==> src/rtl/liteic_pkg.sv <==
// Shared liteic return-path definitions: response codes and
// index-to-one-hot steering helper.
package liteic_pkg;

    localparam logic [1:0] RESP_OKAY   = 2'b00;
    localparam logic [1:0] RESP_SLVERR = 2'b10;

    // Out-of-range indices yield zero so a bad ID steers nowhere.
    function automatic logic [31:0] onehot_from_idx(input logic [31:0] idx);
        onehot_from_idx = (idx < 32'd32) ? (32'd1 << idx) : 32'd0;
    endfunction

endpackage

==> src/rtl/liteic_resp_router_if.sv <==
// Read-response channels around one liteic return-path router:
// slave R channel in, per-master R channel out.
interface liteic_resp_router_if #(
    parameter int MST_NUM = 4,
    parameter int DATA_W  = 32
);
    logic               s_rvalid;
    logic [DATA_W-1:0]  s_rdata;
    logic [1:0]         s_rresp;
    logic               s_rready;
    logic [MST_NUM-1:0] m_rvalid;
    logic [DATA_W-1:0]  m_rdata;
    logic [1:0]         m_rresp;
    logic [MST_NUM-1:0] m_rready;

    modport slave (
        input  s_rvalid, s_rdata, s_rresp, m_rready,
        output s_rready, m_rvalid, m_rdata, m_rresp
    );

    modport master (
        output s_rvalid, s_rdata, s_rresp, m_rready,
        input  s_rready, m_rvalid, m_rdata, m_rresp
    );
endinterface

==> src/rtl/liteic_id_fifo.sv <==
// Small ID FIFO with count-based full/empty; shared by the
// read- and write-response routers.
module liteic_id_fifo #(
    parameter int WIDTH = 2,
    parameter int DEPTH = 4
) (
    input  logic                   clk_i,
    input  logic                   rst_i,
    input  logic                   push_i,
    input  logic [WIDTH-1:0]       data_i,
    input  logic                   pop_i,
    output logic [WIDTH-1:0]       data_o,
    output logic                   full_o,
    output logic                   empty_o,
    output logic [$clog2(DEPTH):0] count_o
);
    localparam int PTR_W = $clog2(DEPTH);
    localparam int CNT_W = PTR_W + 1;

    logic [WIDTH-1:0] mem_q [DEPTH];
    logic [WIDTH-1:0] mem_d [DEPTH];
    logic [PTR_W-1:0] wr_ptr_q, wr_ptr_d;
    logic [PTR_W-1:0] rd_ptr_q, rd_ptr_d;
    logic [CNT_W-1:0] count_q, count_d;
    logic             push_ok, pop_ok;

    always_comb begin
        full_o   = (count_q == CNT_W'(DEPTH));
        empty_o  = (count_q == '0);
        push_ok  = push_i && !full_o;
        pop_ok   = pop_i && !empty_o;
        mem_d    = mem_q;
        wr_ptr_d = wr_ptr_q;
        rd_ptr_d = rd_ptr_q;
        if (push_ok) begin
            mem_d[wr_ptr_q] = data_i;
            wr_ptr_d        = wr_ptr_q + PTR_W'(1);
        end
        if (pop_ok) begin
            rd_ptr_d = rd_ptr_q + PTR_W'(1);
        end
        count_d = count_q + CNT_W'(push_ok) - CNT_W'(pop_ok);
        data_o  = mem_q[rd_ptr_q];
        count_o = count_q;
    end

    always_ff @(posedge clk_i) begin
        if (rst_i) begin
            wr_ptr_q <= '0;
            rd_ptr_q <= '0;
            count_q  <= '0;
        end else begin
            wr_ptr_q <= wr_ptr_d;
            rd_ptr_q <= rd_ptr_d;
            count_q  <= count_d;
        end
    end

    // Payload needs no reset; it is only read behind a nonzero count.
    always_ff @(posedge clk_i) begin
        mem_q <= mem_d;
    end

endmodule

==> src/rtl/liteic_resp_router.sv <==
// Per-slave read-response router: queues granted master IDs in issue
// order and steers each slave response to one master via an output reg.
module liteic_resp_router
    import liteic_pkg::*;
#(
    parameter int MST_NUM = 4,
    parameter int ID_W    = $clog2(MST_NUM),
    parameter int DATA_W  = 32,
    parameter int DEPTH   = 4
) (
    input  logic                   clk_i,
    input  logic                   rst_i,
    input  logic                   req_valid_i,
    input  logic [ID_W-1:0]        req_id_i,
    output logic                   req_ready_o,
    liteic_resp_router_if.slave    rif,
    output logic [$clog2(DEPTH):0] outstanding_o
);
    logic               fifo_full, fifo_empty;
    logic [ID_W-1:0]    head_id;
    logic [MST_NUM-1:0] sel_oh;
    logic               sel_rdy, s_rready, accept;

    logic               out_valid_q, out_valid_d;
    logic [ID_W-1:0]    out_id_q, out_id_d;
    logic [DATA_W-1:0]  out_data_q, out_data_d;
    logic [1:0]         out_resp_q, out_resp_d;

    liteic_id_fifo #(
        .WIDTH (ID_W),
        .DEPTH (DEPTH)
    ) u_id_fifo (
        .clk_i   (clk_i),
        .rst_i   (rst_i),
        .push_i  (req_valid_i),
        .data_i  (req_id_i),
        .pop_i   (accept),
        .data_o  (head_id),
        .full_o  (fifo_full),
        .empty_o (fifo_empty),
        .count_o (outstanding_o)
    );

    // An ID with no matching master acts as always-ready so it drains.
    always_comb begin
        sel_oh   = MST_NUM'(onehot_from_idx(32'(out_id_q)));
        sel_rdy  = (sel_oh == '0) || (|(sel_oh & rif.m_rready));
        s_rready = !fifo_empty && (!out_valid_q || sel_rdy);
        accept   = rif.s_rvalid && s_rready;
    end

    always_comb begin
        out_valid_d = out_valid_q;
        out_id_d    = out_id_q;
        out_data_d  = out_data_q;
        out_resp_d  = out_resp_q;
        if (accept) begin
            out_valid_d = 1'b1;
            out_id_d    = head_id;
            out_data_d  = rif.s_rdata;
            out_resp_d  = rif.s_rresp;
        end else if (out_valid_q && sel_rdy) begin
            out_valid_d = 1'b0;
        end
    end

    always_ff @(posedge clk_i) begin
        if (rst_i) begin
            out_valid_q <= 1'b0;
            out_id_q    <= '0;
            out_data_q  <= '0;
            out_resp_q  <= RESP_OKAY;
        end else begin
            out_valid_q <= out_valid_d;
            out_id_q    <= out_id_d;
            out_data_q  <= out_data_d;
            out_resp_q  <= out_resp_d;
        end
    end

    always_comb begin
        req_ready_o  = !fifo_full;
        rif.s_rready = s_rready;
        rif.m_rvalid = out_valid_q ? sel_oh : '0;
        rif.m_rdata  = out_data_q;
        rif.m_rresp  = out_resp_q;
    end

endmodule

==> src/flat_wrapper.sv <==
// flat-port wrapper written by rule: the top's interface ports become plain ports
module liteic_resp_router_flat import liteic_pkg::*;
#(
    parameter int MST_NUM = 4,
    parameter int ID_W    = $clog2(MST_NUM),
    parameter int DATA_W  = 32,
    parameter int DEPTH   = 4
)
  (clk_i, rst_i, req_valid_i, req_id_i, req_ready_o, outstanding_o, rif_s_rvalid, rif_s_rdata, rif_s_rresp, rif_m_rready, rif_s_rready, rif_m_rvalid, rif_m_rdata, rif_m_rresp);
  liteic_resp_router_if #(.MST_NUM(MST_NUM), .DATA_W(DATA_W)) rif_i ();
  input  logic clk_i;
  input  logic rst_i;
  input  logic req_valid_i;
  input  logic [ID_W-1:0] req_id_i;
  output logic req_ready_o;
  output logic [$clog2(DEPTH):0] outstanding_o;
  input wire logic [$bits(rif_i.s_rvalid)-1:0] rif_s_rvalid;
  input wire logic [$bits(rif_i.s_rdata)-1:0] rif_s_rdata;
  input wire logic [$bits(rif_i.s_rresp)-1:0] rif_s_rresp;
  input wire logic [$bits(rif_i.m_rready)-1:0] rif_m_rready;
  output wire logic [$bits(rif_i.s_rready)-1:0] rif_s_rready;
  output wire logic [$bits(rif_i.m_rvalid)-1:0] rif_m_rvalid;
  output wire logic [$bits(rif_i.m_rdata)-1:0] rif_m_rdata;
  output wire logic [$bits(rif_i.m_rresp)-1:0] rif_m_rresp;
  assign rif_i.s_rvalid = rif_s_rvalid;
  assign rif_i.s_rdata = rif_s_rdata;
  assign rif_i.s_rresp = rif_s_rresp;
  assign rif_i.m_rready = rif_m_rready;
  assign rif_s_rready = rif_i.s_rready;
  assign rif_m_rvalid = rif_i.m_rvalid;
  assign rif_m_rdata = rif_i.m_rdata;
  assign rif_m_rresp = rif_i.m_rresp;
  liteic_resp_router #(.MST_NUM(MST_NUM), .ID_W(ID_W), .DATA_W(DATA_W), .DEPTH(DEPTH)) u_core (.clk_i(clk_i), .rst_i(rst_i), .req_valid_i(req_valid_i), .req_id_i(req_id_i), .req_ready_o(req_ready_o), .rif(rif_i), .outstanding_o(outstanding_o));
endmodule
==> config.mk <==
export PLATFORM = sky130hd
export DESIGN_NAME = liteic_resp_router_flat
export DESIGN_NICKNAME = d
export VERILOG_FILES = /design/src/rtl/liteic_pkg.sv /design/src/rtl/liteic_resp_router_if.sv /design/src/rtl/liteic_id_fifo.sv /design/src/rtl/liteic_resp_router.sv /design/src/flat_wrapper.sv
export SDC_FILE = /design/constraint.sdc
export NUM_CORES = 1
export LEC_CHECK = 0
export BUFFER_PORTS_ARGS = -buffer_cell sky130_fd_sc_hd__buf_2
export CAP_MARGIN = 20
export CELL_PAD_IN_SITES_DETAIL_PLACEMENT = 2
export CELL_PAD_IN_SITES_GLOBAL_PLACEMENT = 2
export CORE_AREA = 3 3 90 92
export DETAILED_ROUTE_END_ITERATION = 8
export DIE_AREA = 0 0 93 95
export GPL_ROUTABILITY_DRIVEN = 1
export PLACE_DENSITY_LB_ADDON = 0.1
export SLEW_MARGIN = 5
export SYNTH_ARGS = -nofsm -noshare
export SYNTH_HDL_FRONTEND = slang
export SYNTH_SLANG_ARGS = --single-unit
==> constraint.sdc <==
create_clock -name clk_i -period 6.4 [get_ports clk_i]
set_input_delay 1.28 -clock clk_i [delete_from_list [all_inputs] [get_ports clk_i]]
set_output_delay 1.28 -clock clk_i [all_outputs]
set_load 0.01 [all_outputs]
==> metrics.txt, run 1 <==
half-perimeter wire length after placement=4.24 mm; CTS Hold Bufs=0; initial antenna violation count=0; Yosys reg bits=52; Max rail drop VDD=0.000172 V; Cells after Synth=226; part of the Yosys area used for sequential elements=53.5%; Final setup viols=0; total grt overflow=0; static leakage=1.17 nW; drt via density=4.50; Routed wire per std cell=14.1 um; filler cell count in the final layout=889; Net Sw Power=0.348 mW; synthesized cell area=0.00210 mm2; Hold Path Class=reg2reg; Final Max Slew Viols=0; vias in the first global route=2006; combinational share of power=35.1%; initial core utilization=28.7%; Data arrival, critical path=3.54 ns; Clock Power Share=18.5%; clock sinks=52; synthesis warning total=0; clock transition at the registers of the reported paths=0.09 ns; starting DRC count in detailed routing=49; core footprint=0.00729 mm2; post-cts resize count=0; postcts setup bufs=0; share of cells above drive strength 1=32.7%; Period minus WS final=3.39 ns; fin crit share=53.0%; Syn Nets=277; Worst setup SP type=input pin; Clock Path Buffers=2; CP Capture Type=flop; Nets=359; row cnt=31; sequential cell area=0.00112 mm2; die area=0.00884 mm2; area delta synth->final=26.4%; WL final=5.75 mm; Worst EP required=6.55 ns; H-Tree Depth=2; CTS Root Cell=clkbuf_8; Flop pwr share=46.4%; CP max FO=39; drt pass-1 iters=3; area of the multi-input gates=855 um2; routed vias=1838; Pint=0.617 mW; setup TNS=0 ns; IO Port Bufs=86; Avg Synthesized Cell Area=9.27 um2; worst skew pair latency=0.30 ns; MaxCap Viol Count=0; clock skew=0.00982 ns; Max-Slew Margin vs Limit=43.5%; Ports=87; largest net degree at the start of global routing=45; Residual DRC=0; first-pass GRT wire length=9.58 mm; unrepaired setup endpoints after global routing=false; die height=95 um; outcome=complete, no violations; Diodes inserted=0; Yosys cell types=28; Routed Antenna Nets=0; final hold violations=0; routability cong.=0.688; pwr dens=365 mW/mm2; Worst Tran Pin Value=0.847 ns; Sw Share=36.1%; Fmax=295 MHz; Num CTS Buffers=5; GRT Total Usage=13.7%; Util after Layout=36.3%; die width=93 um; kind of critical path=in2reg; CTS tree=done
## worst paths after layout
| check | start | endpoint | slack [ns] | depth (start not counted) |
|---|---|---|---|---|
| max | rif_m_rready[0] | u_core.u_id_fifo.count_o[2]$_SDFF_PP0_ | 3.01 | 11 |
| min | u_core.rif.m_rdata[15]$_SDFFE_PP0N_ | u_core.rif.m_rdata[15]$_SDFFE_PP0N_ | 0.46 | 2 |
| max reg2reg | u_core.out_id_q[1]$_SDFFE_PP0N_ | u_core.u_id_fifo.count_o[2]$_SDFF_PP0_ | 3.51 | 10 |
| min reg2reg | u_core.rif.m_rdata[15]$_SDFFE_PP0N_ | u_core.rif.m_rdata[15]$_SDFFE_PP0N_ | 0.46 | 2 |
## metrics by stage
stage                     power, mW  instances  hold WS [ns]  setup slack [ns]  instance area, um2
after detailed placement      0.810        400         0.445              2.63                2570
after global routing           1.06        408         0.479              2.80                2650
after CTS                     0.995        408         0.459              2.94                2650
final                         0.966        408         0.456              3.01                2650
after floorplan               0.684        226         0.443              3.02                2100
after global placement        0.794        400         0.440              2.70                2570
## kinds of logic after synthesis
logic type	share of synthesized area, %
adders and majority gates	4.54
buffers and inverters	5.73
and+or+nand+nor	18.9
DFF	53.5
xor gates and xnor gates	1.67
AOI/OAI and AO/OA	12.1
muxes	3.58
## Yosys cell counts (all sizes together)
library cell,count,area [um2]
o31ai,1,7.51
nor3,1,5.00
o31a,1,8.76
or2b,1,8.76
or4,1,7.51
nor2b,2,12.5
mux4,2,45.0
fa,1,20.0
nand2,76,285
inv,8,30.0
or3b,1,8.76
mux2,2,30.0
xnor2,4,35.0
ha,6,75.1
buf,7,51.3
edfxtp,8,240
and3,4,25.0
o22ai,1,20.0
and2,1,6.26
clkbuf,5,38.8
o221ai,1,26.3
a21oi,38,190
dfxtp,44,881
nor2,10,37.5
## area by class of cell
| class | instances | share of cell area (%) |
|---|---|---|
| tap | 99 | 4.68 |
| clock buffer | 7 | 2.88 |
| timing repair buffer | 87 | 16.5 |
| sequential | 52 | 42.3 |
| inverter | 8 | 1.13 |
| multi-input combinational | 154 | 32.3 |
| clock inverter | 1 | 0.189 |
## worst max-delay path, stage by stage
cell      delay (ns)
buf_2           0.09
mux2_4          0.30
o221ai_4        0.19
inv_2           0.29
ha_1            0.39
inv_1           0.05
ha_1            0.19
fa_1            0.38
xnor2_1         0.18
xnor2_1         0.13
nor2_1          0.06
## metal layers
metal  vias to the layer above  routed length, um  global-route usage (%)
met5                         -                  0                       0
met4                         0                 68                    4.76
met3                         6                299                    2.87
met2                        51               2950                    24.6
met1                       883               2440                    16.1
li1                        898                  -                       -
## power groups by stage
stage          combinational [mW]  clock (mW)  sequential [mW]
2_1_floorplan               0.212           0            0.471
3_3_place_gp                0.339           0            0.456
3_5_place_dp                0.353           0            0.457
4_1_cts                     0.355       0.191            0.450
5_1_grt                     0.391       0.205            0.461
6_report                    0.339       0.179            0.448
## flip-flops by register name, indices dropped and copies added, names as in the netlist
name,flops
u_core.rif.m_rresp,2
u_core.u_id_fifo.rd_ptr_q,2
u_core.u_id_fifo.count_o,3
u_core.rif.m_rdata,32
u_core.u_id_fifo.wr_ptr_q,2
u_core.u_id_fifo.mem_q,8
u_core.out_id_q,2
u_core.out_valid_q,1
## cell usage in the layout, fill, tap and decap left out, types with 2 or more instances in the layout
master and instances:
clkbuf_8 5, xnor2_1 4, and3_1 4, a21oi_1 38, inv_1 7, edfxtp_1 8, nor2b_1 2, dfxtp_1 44
buf_2 86, mux2_4 2, ha_1 6, nand2_1 76, clkbuf_1 2, nor2_1 10, mux4_2 2
No activity file was read; power rests on OpenSTA's default activity.
==> inputs of run 2 (changes only) <==
--- a/config.mk
+++ b/config.mk
@@ -5,13 +5,14 @@
 export SDC_FILE = /design/constraint.sdc
 export NUM_CORES = 1
 export LEC_CHECK = 0
+export ABC_AREA = 1
 export BUFFER_PORTS_ARGS = -buffer_cell sky130_fd_sc_hd__buf_2
 export CAP_MARGIN = 20
 export CELL_PAD_IN_SITES_DETAIL_PLACEMENT = 2
 export CELL_PAD_IN_SITES_GLOBAL_PLACEMENT = 2
-export CORE_AREA = 3 3 90 92
+export CORE_AREA = 3 3 100 102
 export DETAILED_ROUTE_END_ITERATION = 8
-export DIE_AREA = 0 0 93 95
+export DIE_AREA = 0 0 103 105
 export GPL_ROUTABILITY_DRIVEN = 1
 export PLACE_DENSITY_LB_ADDON = 0.1
 export SLEW_MARGIN = 5
==> constraint.sdc (replaced) <==
create_clock -name clk_i -period 3.2 [get_ports clk_i]
set_input_delay 0.64 -clock clk_i [delete_from_list [all_inputs] [get_ports clk_i]]
set_output_delay 0.64 -clock clk_i [all_outputs]
set_load 0.01 [all_outputs]
==> metrics.txt, run 2 <==
routed vias=2156 (was 1838); Nets=459 (was 359); clock sinks=52 (unchanged); Synth top cells by count=89 x nor2_1, 81 x nand2_1, 54 x inv_1 (was 76 x nand2_1, 44 x dfxtp_1, 38 x a21oi_1); drt via density=4.15 (was 4.50); Post-synth EDFFs=8 (unchanged); outcome=complete, no violations (unchanged); total grt overflow=0 (unchanged); Ports=87 (unchanged); postcts setup bufs=0 (unchanged); largest family of logic cells by synthesized area=simple AND/OR/NAND/NOR gates (unchanged); count leader, synth=nor2_1 (was nand2_1); Fmax=482 MHz; number of cells on the critical path=13 (was 11); critical path cell sequence=inv_2 > nand3_1 > nand2_1 > inv_1 > nand2_2 > nand3_2 > inv_1 > ha_1 > inv_1 > ha_1 > fa_1 > xor2_1 > nor2_1 (was buf_2 > mux2_4 > o221ai_4 > inv_2 > ha_1 > inv_1 > ha_1 > fa_1 > xnor2_1 > xnor2_1 > nor2_1); largest net degree at the start of global routing=77 (was 45); Final setup viols=0 (unchanged); H-Tree Depth=2 (unchanged); initial core utilization=25.0% (was 28.7%); Period minus WS final=2.08 ns; CTS Hold Bufs=0 (unchanged); worst skew pair latency=0.30 ns (about the same); Clock Path Buffers=2 (unchanged); ys flop type=dfxtp_1 (unchanged); Hold Path Class=reg2reg (unchanged); post-synthesis mux area share=0% (was 3.58%); Yosys cell types=21 (was 28); Post-Synth Simple-Gate Area=31.1% (was 18.9%); Util after Layout=31.6% (was 36.3%); post-synthesis xor/xnor area fraction=1.14% (was 1.67%); synthesis warning total=0 (unchanged); top-area cell type share of the netlist area=38.2% (was 42.0%); pre-CTS WS=0.799 ns (was 2.63 ns); Compound-Gate Fraction of Synth Area=2.39% (was 12.1%); Async S/R FF share, synth=0% (unchanged); fin crit share=64.9%; IO Port Bufs=86 (unchanged); clock skew=0.00751 ns (was 0.00982 ns); Net Sw Power=0.933 mW (was 0.348 mW); worst hold slack=0.518 ns (was 0.456 ns); Worst EP required=3.45 ns (was 6.55 ns); commonest non-fill, non-tap cell in the layout=nor2_1 (was buf_2); Max-Slew Margin vs Limit=50.0% (was 43.5%); MaxCap Viol Count=0 (unchanged); routability cong.=0.667 (was 0.688); Routed Antenna Nets=0 (unchanged); Final Max Slew Viols=0 (unchanged); final hold violations=0 (unchanged); Worst setup SP type=flop (was input pin); crit-path max cell delay=0.44 ns (was 0.39 ns); part of the Yosys area used for sequential elements=48.7% (was 53.5%); first-pass GRT wire length=10.2 mm (was 9.58 mm); hold path depth=4 (was 2); Avg Synthesized Cell Area=7.11 um2 (was 9.27 um2); reg-to-reg setup timing slack=1.12 ns (was 3.51 ns); synthesized cell area=0.00230 mm2 (was 0.00210 mm2); Worst Tran Pin Value=0.750 ns (was 0.847 ns); Syn Nets=375 (was 277); CTS Root Cell=clkbuf_8 (unchanged); Yosys top cell by area=dfxtp_1 (unchanged); setup TNS=0 ns (unchanged); combinational share of power=41.4% (was 35.1%); vias in the first global route=2139 (was 2006); core footprint=0.00920 mm2 (was 0.00729 mm2); Data arrival, critical path=2.32 ns (was 3.54 ns); fin worst setup slack=1.12 ns (was 3.01 ns); half-perimeter wire length after placement=4.60 mm (was 4.24 mm); static leakage=1.63 nW (was 1.17 nW); pwr dens=802 mW/mm2 (was 365 mW/mm2); top cells by area, synth=dfxtp_1 38%, nor2_1 15%, nand2_1 13% (was dfxtp_1 42%, nand2_1 14%, edfxtp_1 11%); unrepaired setup endpoints after global routing=false (unchanged); WL final=6.14 mm (was 5.75 mm); Max rail drop VDD=0.000224 V (was 0.000172 V); commonest cells after routing, fill and taps aside=89 x nor2_1, 86 x buf_2, 81 x nand2_1 (was 86 x buf_2, 76 x nand2_1, 44 x dfxtp_1); Crit-path slowest cell=dfxtp_1 (was ha_1); GRT Total Usage=11.7% (was 13.7%); Yosys reg bits=52 (unchanged); area delta synth->final=26.1% (was 26.4%); Largest register FFs=32 (unchanged); clock transition at the registers of the reported paths=0.10 ns (was 0.09 ns); Num CTS Buffers=5 (unchanged); drt pass-1 iters=4 (was 3); post-cts resize count=0 (unchanged); CP Capture Type=flop (unchanged); starting DRC count in detailed routing=34 (was 49); die width=103 um (was 93 um); Clock Power Share=16.9% (was 18.5%); initial antenna violation count=0 (unchanged); Pint=1.40 mW (was 0.617 mW); WP buf/inv=4 (was 3); CP max FO=5 (was 39); Sw Share=40.0% (was 36.1%); Routed wire per std cell=11.8 um (was 14.1 um); Residual DRC=0 (unchanged); post-synthesis adder-cell area fraction=4.13% (was 4.54%); die height=105 um (was 95 um); Cells after Synth=324 (was 226); crit-path leading delay family=adder cells (unchanged); kind of critical path=reg2reg (was in2reg); Diodes inserted=0 (unchanged); share of cells above drive strength 1=24.7% (was 32.7%); filler cell count in the final layout=1110 (was 889); Flop pwr share=41.7% (was 46.4%); worst reg2reg path depth=13 (was 10); Worst path most repeated cell=inv_1; die area=0.0108 mm2 (was 0.00884 mm2); CTS tree=done (unchanged); row cnt=35 (was 31)
[run 2: changes by cell type in the layout (fill, tap and decap cells not counted), moves of 5 or more]
cell     change
a21oi_1     -35
inv_1       +47
o21ai_0      +8
nor2_1      +79
nand2_1      +5
[run 2: worst paths after layout]
kind | endpoint | startpoint
worst min-delay path | u_core.rif.m_rdata[31]$_SDFFE_PP0N_ | u_core.rif.m_rdata[31]$_SDFFE_PP0N_
worst max register to register | u_core.u_id_fifo.count_o[2]$_SDFF_PP0_ | u_core.out_id_q[0]$_SDFFE_PP0N_
worst max-delay path | u_core.u_id_fifo.count_o[2]$_SDFF_PP0_ | u_core.out_id_q[0]$_SDFFE_PP0N_
worst min register to register | u_core.rif.m_rdata[31]$_SDFFE_PP0N_ | u_core.rif.m_rdata[31]$_SDFFE_PP0N_
[run 2: cell type report]
type,count,area [um2],share of cell area [%]
multi-input cells,204,892,30.7
well taps,111,139,4.78
flip-flops and latches,52,1120,38.6
repair buffers,89,453,15.6
clock buffers,8,90.1,3.10
inverters,56,210,7.24
[run 2: logic make-up after synthesis]
family / after synthesis
and+or+nand+nor: 183
buffers and inverters: 68
DFF: 52
adders and majority gates: 7
xor gates and xnor gates: 3
AOI/OAI and AO/OA: 11
[run 2: power by group through the flow]
stage / Combinational (mW) / Sequential (mW) / Clock, mW
floorplan: 0.595 / 1.05 / 0
global placement: 0.957 / 0.984 / 0
detailed placement: 0.992 / 0.992 / 0
CTS: 0.996 / 0.978 / 0.422
global route: 1.15 / 1.00 / 0.451
finish: 0.964 / 0.971 / 0.393
[run 2: through the flow]
step	cell area, um2	power [mW]	cells
detailed placement	2820	1.98	512
global placement	2820	1.94	512
CTS	2910	2.40	520
finish	2910	2.33	520
floorplan	2300	1.65	324
global route	2910	2.60	520
[run 2: worst register-to-register path, cell delays in order (launching register included)]
cell and delay [ns]:
dfxtp_1 0.44, inv_2 0.08, nand3_1 0.07, nand2_1 0.06, inv_1 0.06, nand2_2 0.09
nand3_2 0.08, inv_1 0.05, ha_1 0.26, inv_1 0.04, ha_1 0.18, fa_1 0.37
xor2_1 0.17, nor2_1 0.09
[run 2: routing by layer]
metal  wire length (um)  vias up  global-route usage [%]
li1                   -     1110                       -
met3                321        0                    3.00
met2               2910       53                    19.3
met1               2910      993                    15.1
met5                  0        -                       0
met4                  0        0                    2.78
==> inputs of run 3 (changes only) <==
==> constraint.sdc (replaced) <==
create_clock -name clk_i -period 2 [get_ports clk_i]
set_input_delay 0.4 -clock clk_i [delete_from_list [all_inputs] [get_ports clk_i]]
set_output_delay 0.4 -clock clk_i [all_outputs]
set_load 0.01 [all_outputs]
==> metrics.txt, run 3 (same netlist as run 2, synthesis figures left out) <==
outcome=complete, no violations (unchanged); pwr dens=1380 mW/mm2 (was 802 mW/mm2); total grt overflow=0 (unchanged); Nets=464 (was 459); commonest non-fill, non-tap cell in the layout=nor2_1 (unchanged); Data arrival, critical path=2.18 ns (was 2.32 ns); Num CTS Buffers=5 (unchanged); GRT Total Usage=12.3% (was 11.7%); initial antenna violation count=0 (unchanged); kind of critical path=reg2reg (unchanged); Hold Path Class=in2reg (was reg2reg); static leakage=1.69 nW (was 1.63 nW); Residual DRC=0 (unchanged); Fmax=520 MHz (was 482 MHz); Routed Antenna Nets=0 (unchanged); first-pass GRT wire length=10.6 mm (was 10.2 mm); CP Capture Type=flop (unchanged); fin worst setup slack=0.0768 ns (was 1.12 ns); WL final=6.42 mm (was 6.14 mm); fin area=0.00306 mm2 (was 0.00291 mm2); routed vias=2179 (was 2156); vias in the first global route=2208 (was 2139); share of cells above drive strength 1=28.7% (was 24.7%); CTS Root Cell=clkbuf_8 (unchanged); Worst EP required=2.25 ns (was 3.45 ns); starting DRC count in detailed routing=34 (unchanged); Sw Share=37.1% (was 40.0%); placed cell count=514 (was 512); clock skew=0.00990 ns (was 0.00751 ns); Period minus WS final=1.92 ns (was 2.08 ns); H-Tree Depth=2 (unchanged); clock transition at the registers of the reported paths=0.10 ns (about the same); Clock Power Share=23.6% (was 16.9%); clock sinks=52 (unchanged); Final Max Slew Viols=0 (unchanged); half-perimeter wire length after placement=4.72 mm (was 4.60 mm); area delta synth->final=33.0% (was 26.1%); cell area after placement=0.00287 mm2 (was 0.00282 mm2); Clock Path Buffers=2 (unchanged); commonest cells after routing, fill and taps aside=88 x nor2_1, 86 x buf_2, 80 x nand2_1 (was 89 x nor2_1, 86 x buf_2, 81 x nand2_1); Net Sw Power=1.56 mW (was 0.933 mW); post-route non-filler standard cell count=525 (was 520); die height=105 um (unchanged); filler cell count in the final layout=1123 (was 1110); die width=103 um (unchanged); Flop pwr share=37.5% (was 41.7%); core footprint=0.00920 mm2 (unchanged); Largest register FFs=32 (unchanged); unrepaired setup endpoints after global routing=true (was false); Diodes inserted=0 (unchanged); Ports=87 (unchanged); largest net degree at the start of global routing=77 (unchanged); row cnt=35 (unchanged); CP max FO=5 (unchanged); Final setup viols=0 (unchanged); Pint=2.65 mW (was 1.40 mW); routability cong.=0.696 (was 0.667); worst skew pair latency=0.31 ns (was 0.30 ns); Routed wire per std cell=12.2 um (was 11.8 um); Max-Slew Margin vs Limit=48.1% (was 50.0%); initial core utilization=25.0% (unchanged); Worst Tran Pin Value=0.779 ns (was 0.750 ns); final hold violations=0 (unchanged); pre-CTS WS=-0.0548 ns (was 0.799 ns); Worst setup SP type=flop (unchanged); Max rail drop VDD=0.000361 V (was 0.000224 V); drt pass-1 iters=2 (was 4); MaxCap Viol Count=0 (unchanged); CTS Hold Bufs=0 (unchanged); drt via density=4.15 (about the same); IO Port Bufs=86 (unchanged); CTS tree=done (unchanged); combinational share of power=38.9% (was 41.4%); fin crit share=96.2% (was 64.9%); die area=0.0108 mm2 (unchanged)
-- run 3: cell count changes in the layout (fill, tap and decap cells not counted), sizes merged --
cell and delta:
bufinv +3, clkbuf -3, buf +5
-- run 3: stage by stage --
stage	util [%]	total power, mW	hold slack (ns)	setup TNS, ns
global placement	31.2	3.16	0.495	-0.0140
global route	33.3	4.64	0.298	-0.0493
finish	33.3	4.21	0.303	0
floorplan	-	2.68	0.469	-0.234
detailed placement	31.2	3.25	0.507	-0.0815
CTS	32.9	4.27	0.293	0
-- run 3: power groups by stage --
stage | sequential (mW) | combinational, mW | clock, mW
2_1_floorplan | 1.70 | 0.983 | 0
4_1_cts | 1.59 | 1.65 | 1.04
3_3_place_gp | 1.59 | 1.57 | 0
6_report | 1.58 | 1.64 | 0.996
3_5_place_dp | 1.61 | 1.64 | 0
5_1_grt | 1.63 | 1.94 | 1.07
-- run 3: area by class of cell --
type                       instances  area [um2]  area share, %
clock inverter                     3        90.1           2.94
clock buffer                       5        68.8           2.25
timing repair buffer              94         490           16.0
tap                              111         139           4.53
multi-input combinational        204         935           30.5
sequential                        52        1130           36.8
inverter                          56         213           6.94
-- run 3: per-layer routing --
metal / up-vias / GRT usage [%] / share of wire [%]
met1: 1009 / 15.7 / 46
met4: 0 / 3.61 / 1.3
li1: 1118 / - / -
met3: 6 / 2.74 / 4.6
met5: - / 0 / 0
met2: 46 / 20.3 / 48
-- run 3: timing repair --
| action | 4_1_cts | 5_1_grt |
|---|---|---|
| resized for setup | 1 | 6 |
| cloned | 0 | 0 |
| setup buffers | 0 | 3 |
| endpoints found under the setup margin | 1 | 20 |
| pin swaps | 0 | 5 |
-- run 3: path summary, 6_finish.rpt --
path | cells past startpoint | slack [ns] | from | end
max | 13 | 0.08 | u_core.out_id_q[1]$_SDFFE_PP0N_ | u_core.u_id_fifo.count_o[1]$_SDFF_PP0_
min | 1 | 0.30 | req_id_i[0] | u_core.u_id_fifo.mem_q[0]$_DFFE_PP_
max reg2reg | 13 | 0.08 | u_core.out_id_q[1]$_SDFFE_PP0N_ | u_core.u_id_fifo.count_o[1]$_SDFF_PP0_
min reg2reg | 4 | 0.51 | u_core.rif.m_rdata[1]$_SDFFE_PP0N_ | u_core.rif.m_rdata[1]$_SDFFE_PP0N_
-- run 3: critical path, cell delays in order, from the launching register on --
cell and delay [ns]:
dfxtp_4 0.40, inv_4 0.05, nand2_4 0.06, nor2_2 0.04, nor2_2 0.09, nand2_2 0.07
nand3_2 0.07, inv_2 0.05, ha_4 0.25, inv_2 0.03, ha_4 0.14, fa_2 0.51
inv_1 0.04, nor2_1 0.06
